[config.mk]
export PLATFORM = sky130hd
export DESIGN_NAME = disp_stage
export DESIGN_NICKNAME = d
export VERILOG_FILES = /design/src/rtl/disp_stage.sv
export SDC_FILE = /design/constraint.sdc
export NUM_CORES = 1
export LEC_CHECK = 0
export ABC_CLOCK_PERIOD_IN_PS = 12890
export CAP_MARGIN = 15
export CORE_MARGIN = 5
export CORE_UTILIZATION = 49
export CTS_CLUSTER_SIZE = 16
export DETAILED_ROUTE_END_ITERATION = 10
export GPL_TIMING_DRIVEN = 0
export PLACE_DENSITY = 0.85
export SYNTH_ARGS = -nofsm -noshare
export SYNTH_HDL_FRONTEND = slang
export SYNTH_SLANG_ARGS = --single-unit
[constraint.sdc]
create_clock -name clk -period 12.89 [get_ports clk]
set_clock_uncertainty 0.05 [all_clocks]
set_input_delay 2.578 -clock clk [delete_from_list [all_inputs] [get_ports clk]]
set_output_delay 2.578 -clock clk [all_outputs]
set_load 0.02 [all_outputs]
[src/rtl/disp_stage.sv]
// disp_stage: in-order dispatch stage between decode and execute.
//
// Holds one decoded instruction in a dispatch slot and checks it against the
// writeback-tracking scoreboard for RAW hazards. When it issues, it allocates
// a scoreboard entry if the instruction writes a nonzero rd, and moves the
// instruction into the execute pipeline register. Both sides use valid/ready
// handshakes, so a stall on either side only back-pressures upstream.
//
// Optional feature macro: DISP_PERF_CNT_EN. When it is defined, two saturating
// 32-bit stall counters are built. When it is undefined, both perf ports are
// tied to 0.
//
// Ports:
//   clk, rst                 clock and asynchronous active-high reset
//   dec_valid / dec_ready    decode-side handshake
//   dec_rs1/2, dec_rs1/2_en  source register indices and their read enables
//   dec_rd, dec_rd_wen       destination register index and its write enable
//   dec_pl                   opaque payload
//   flush                    synchronous kill of the not-yet-issued slot instruction
//   sb_rs1/2, sb_rd          scoreboard query and allocate indices
//   sb_disp_en               scoreboard allocate strobe
//   sb_raw, sb_full          combinational scoreboard status inputs
//   ex_valid / ex_ready      execute-side handshake
//   ex_rd, ex_rd_wen,
//   ex_tracked, ex_pl        registered execute-stage instruction fields
//   perf_raw_stall,
//   perf_full_stall          stall-cycle counters
//
// Slot FSM:
//   state | meaning
//   EMPTY | no instruction waiting to issue
//   HELD  | slot holds a decoded instruction awaiting issue
module disp_stage #(
    parameter int REG_AW = 5,
    parameter int PL_W   = 96
) (
    input  logic              clk,
    input  logic              rst,
    input  logic              dec_valid,
    output logic              dec_ready,
    input  logic [REG_AW-1:0] dec_rs1,
    input  logic [REG_AW-1:0] dec_rs2,
    input  logic              dec_rs1_en,
    input  logic              dec_rs2_en,
    input  logic [REG_AW-1:0] dec_rd,
    input  logic              dec_rd_wen,
    input  logic [PL_W-1:0]   dec_pl,
    input  logic              flush,
    output logic [REG_AW-1:0] sb_rs1,
    output logic [REG_AW-1:0] sb_rs2,
    output logic [REG_AW-1:0] sb_rd,
    output logic              sb_disp_en,
    input  logic              sb_raw,
    input  logic              sb_full,
    output logic              ex_valid,
    input  logic              ex_ready,
    output logic [REG_AW-1:0] ex_rd,
    output logic              ex_rd_wen,
    output logic              ex_tracked,
    output logic [PL_W-1:0]   ex_pl,
    output logic [31:0]       perf_raw_stall,
    output logic [31:0]       perf_full_stall
);

    typedef enum logic {EMPTY = 1'b0, HELD = 1'b1} slot_state_t;

    slot_state_t       state_q, state_d;
    logic              slot_valid;
    logic [REG_AW-1:0] rs1_q, rs2_q, rd_q;
    logic              rs1_en_q, rs2_en_q, rd_wen_q;
    logic [PL_W-1:0]   pl_q;

    logic need_alloc, out_free, fire, accept;

    assign slot_valid = (state_q == HELD);
    // x0 is never allocated, so a zeroed unused source can never match an entry.
    assign need_alloc = rd_wen_q & (rd_q != '0);
    assign out_free   = ~ex_valid | ex_ready;
    assign fire       = slot_valid & ~flush & ~sb_raw & ~(need_alloc & sb_full) & out_free;
    assign dec_ready  = ~slot_valid | fire | flush;
    assign accept     = dec_valid & dec_ready;

    assign sb_rs1     = (slot_valid & rs1_en_q) ? rs1_q : '0;
    assign sb_rs2     = (slot_valid & rs2_en_q) ? rs2_q : '0;
    assign sb_rd      = slot_valid ? rd_q : '0;
    assign sb_disp_en = fire & need_alloc;

    always_comb begin
        state_d = state_q;
        case (state_q)
            EMPTY:   if (accept) state_d = HELD;
            HELD:    if ((fire | flush) & ~accept) state_d = EMPTY;
            default: state_d = EMPTY;
        endcase
    end

    always_ff @(posedge clk or posedge rst) begin
        if (rst) begin
            state_q <= EMPTY;
        end else begin
            state_q <= state_d;
        end
    end

    always_ff @(posedge clk or posedge rst) begin
        if (rst) begin
            rs1_q    <= '0;
            rs2_q    <= '0;
            rs1_en_q <= 1'b0;
            rs2_en_q <= 1'b0;
            rd_q     <= '0;
            rd_wen_q <= 1'b0;
            pl_q     <= '0;
        end else if (accept) begin
            rs1_q    <= dec_rs1;
            rs2_q    <= dec_rs2;
            rs1_en_q <= dec_rs1_en;
            rs2_en_q <= dec_rs2_en;
            rd_q     <= dec_rd;
            rd_wen_q <= dec_rd_wen;
            pl_q     <= dec_pl;
        end
    end

    // The execute register is left alone by flush: its entry is already
    // allocated and must still write back to release it.
    always_ff @(posedge clk or posedge rst) begin
        if (rst) begin
            ex_valid   <= 1'b0;
            ex_rd      <= '0;
            ex_rd_wen  <= 1'b0;
            ex_tracked <= 1'b0;
            ex_pl      <= '0;
        end else if (fire) begin
            ex_valid   <= 1'b1;
            ex_rd      <= rd_q;
            ex_rd_wen  <= rd_wen_q;
            ex_tracked <= need_alloc;
            ex_pl      <= pl_q;
        end else if (ex_ready) begin
            ex_valid   <= 1'b0;
        end
    end

`ifdef DISP_PERF_CNT_EN
    logic [31:0] raw_cnt, full_cnt;
    logic        raw_stall, full_stall;

    // RAW takes priority; a stall due only to execute back-pressure is not counted.
    assign raw_stall  = slot_valid & ~flush & sb_raw;
    assign full_stall = slot_valid & ~flush & ~sb_raw & need_alloc & sb_full;

    always_ff @(posedge clk or posedge rst) begin
        if (rst) begin
            raw_cnt  <= '0;
            full_cnt <= '0;
        end else begin
            if (raw_stall && raw_cnt != 32'hFFFF_FFFF) raw_cnt <= raw_cnt + 32'd1;
            if (full_stall && full_cnt != 32'hFFFF_FFFF) full_cnt <= full_cnt + 32'd1;
        end
    end

    assign perf_raw_stall  = raw_cnt;
    assign perf_full_stall = full_cnt;
`else
    assign perf_raw_stall  = '0;
    assign perf_full_stall = '0;
`endif

endmodule

==> impl_metrics.env <==
export IMPL_hold_violations=0
export IMPL_routed_via_density=4.78
export IMPL_start_util_pct=49.5
export IMPL_die_area_um2=20800
export IMPL_setup_viol=0
export IMPL_peakVddDrop_mv=0.135
export IMPL_crit_required_ns=10.26
export IMPL_max_slew_margin_pct=54.7
export IMPL_maxSlewViolCount=0
export IMPL_core_area_um2=17800
export IMPL_status="finished, final reports clean"
export IMPL_grt_max_degree=127
export IMPL_diodes=0
export IMPL_syn_to_final_growth_pct=42.6
export IMPL_min_path_type="flip-flop to flip-flop"
export IMPL_power_density_nw_per_um2=202
export IMPL_synth_distinct_cells=28
export IMPL_place_congestion=0.758
export IMPL_finalCritPeriodShare_pct=54.7
export IMPL_yosysSeqAreaShare_pct=62.1
export IMPL_grt_overflow_total=0
export IMPL_drc_errors=0
export IMPL_intPower_mw=1.77
export IMPL_numCtsBuffers=23
export IMPL_tns_ns=0
export IMPL_place_ws_ns=5.82
export IMPL_critPathLaunchType="input port"
export IMPL_fill_cells=1207
export IMPL_fp_dieW_um=144
export IMPL_clk_pin_slew_ns=0.06
export IMPL_dp_cells=1102
export IMPL_htree_levels=1
export IMPL_grt_total_usage_pct=18.9
export IMPL_final_common_cell="clkdlybuf4s50_1"
export IMPL_wirelength_mm=20.1
export IMPL_die_y_um=144
export IMPL_p_leak_nw=5.59
export IMPL_layout_common_cells="241 x clkdlybuf4s50_1, 219 x dfrtp_1, 144 x mux2_2"
export IMPL_p_sw_uw=768
export IMPL_nNetsFinal=1019
export IMPL_clock_sinks=219
export IMPL_antenna_found_initial=0
export IMPL_vias=5467
export IMPL_worstPathMaxFanout=4
export IMPL_switching_share_pct=30.3
export IMPL_cts_setup_buffers=0
export IMPL_synth_area_um2=8830
export IMPL_hold_slack_ns=0.426
export IMPL_pwr_share_comb_pct=34.0
export IMPL_postSynthCellCount=568
export IMPL_final_cell_count_no_fill=1144
export IMPL_yosysWarnings=0
export IMPL_drt_iter0_drc=126
export IMPL_ant_nets=0
export IMPL_grt_pass1_vias=5820
export IMPL_drive_above_1_share_pct=29.4
export IMPL_rsz0062_at_grt="no"
export IMPL_ys_ff_latch=219
export IMPL_tightest_slew_ns=0.680
export IMPL_power_frac_clock_pct=26.5
export IMPL_setup_worst_path_end_class="output port"
export IMPL_timing_final_ws_setup_ns=5.83
export IMPL_cts_tree="built"
export IMPL_crit_arrival_ns=4.43
export IMPL_dr_pass1_iters=4
export IMPL_syn_avg_cell_area_um2=15.5
export IMPL_crit_type="input port to output port"
export IMPL_port_buffer_count=241
export IMPL_cts_repair_resized=0
export IMPL_root_buffer="clkbuf_16"
export IMPL_cts_hold_fix_buffers=0
export IMPL_clockBufferDepth=3
export IMPL_rows=49
export IMPL_insertion_delay_ns=0.50
export IMPL_cap_violations=0
export IMPL_power_frac_seq_pct=39.5
export IMPL_routedWlPerCell_um=17.6
export IMPL_ios=306
export IMPL_max_freq_mhz=142
export IMPL_grt_pass1_wl_mm=31.2
export IMPL_utilization_pct=70.6
export IMPL_finalCriticalPeriod_ns=7.06
export IMPL_dp_hpwl_mm=14.7
[layer usage]
layer	global-route usage [%]	up-vias	share of wire, %
met4	5.50	0	2.6
met1	22.5	2706	37
li1	-	2515	-
met2	32.3	207	49
met5	0	-	0
met3	7.31	39	12
[cells in the mapped netlist]
cell	n	area share [%]
nor3_1	3	0.17
nor2_1	2	0.085
and2_1	7	0.50
o21ai_0	1	0.057
buf_6	8	1.0
clkbuf_1	5	0.21
mux2i_1	1	0.11
or4_1	1	0.085
nand3_1	1	0.057
or3_1	1	0.071
mux2_2	144	18
a31oi_4	1	0.24
nor2b_1	3	0.21
a21oi_1	2	0.11
buf_4	64	5.4
inv_1	1	0.042
nand2_1	3	0.13
or2_0	1	0.071
o22a_1	1	0.099
a2bb2oi_1	1	0.099
conb_1	1	0.042
dfrtp_1	219	62
and3_1	10	0.71
mux2_1	70	8.9
buf_2	12	0.68
nand2b_1	2	0.14
a22oi_1	1	0.085
o31ai_1	2	0.17
[critical path, stage by stage]
cell and delay, ns:
clkdlybuf4s50_1 0.41, nand2b_1 0.20, or3_1 0.43, nor3_1 0.15, clkdlybuf4s50_1 0.66
[logic make-up (layout without fill, tap and decap cells)]
| family | count (synthesis) | after routing | share of synthesized area, % |
|---|---|---|---|
| AOI/OAI and AO/OA | 9 | 9 | 0.864 |
| DFF | 219 | 219 | 62.1 |
| other | 1 | 64 | 0.0425 |
| and+or+nand+nor | 34 | 34 | 2.22 |
| buffers and inverters | 90 | 374 | 7.40 |
| muxes | 215 | 215 | 27.4 |
[path summary, 6_finish.rpt]
kind	cells after the start	to	from	slack [ns]
min reg2reg	1	pl_q[18]	pl_q[18]	0.43
max reg2reg	6	ex_pl[4]	rd_q[2]	10.31
max	5	sb_disp_en	flush	5.83
min in group asynchronous	2	ex_pl[3]	rst	2.54
min	1	pl_q[18]	pl_q[18]	0.43
max in group asynchronous	3	ex_pl[46]	rst	9.19
[state kept, by name, summed over array words and instances (netlist names), 5 cells and up]
name	cells
rs1_q	5
ex_rd	5
rd_q	5
pl_q	96
rs2_q	5
ex_pl	96
[metrics by stage]
stage / total power, mW / area [µm²]
2_1_floorplan: 1.45 / 9070
3_3_place_gp: 1.86 / 11800
3_5_place_dp: 1.88 / 11800
4_1_cts: 2.57 / 12600
5_1_grt: 2.66 / 12600
6_report: 2.54 / 12600
[area by class of cell]
cell class,count,area [µm²],share of cell area (%)
Multi-Input combinational cell,322,2930,23.3
Inverter,1,11.3,0.0895
Timing Repair Buffer,242,2440,19.4
Tap cell,229,287,2.28
Clock buffer,34,687,5.46
Buffer,89,649,5.16
Sequential cell,219,5480,43.5
Clock inverter,8,100,0.795
[power by group through the flow]
| stage | Clock, mW | Sequential, mW | Combinational [mW] |
|---|---|---|---|
| 3_3_place_gp | 0 | 1.00 | 0.854 |
| 5_1_grt | 0.718 | 1.03 | 0.914 |
| 6_report | 0.672 | 1.00 | 0.862 |
| 4_1_cts | 0.691 | 1.00 | 0.875 |
| 3_5_place_dp | 0 | 1.01 | 0.869 |
| 2_1_floorplan | 0 | 1.18 | 0.271 |
(Power assumes the default switching activity.)
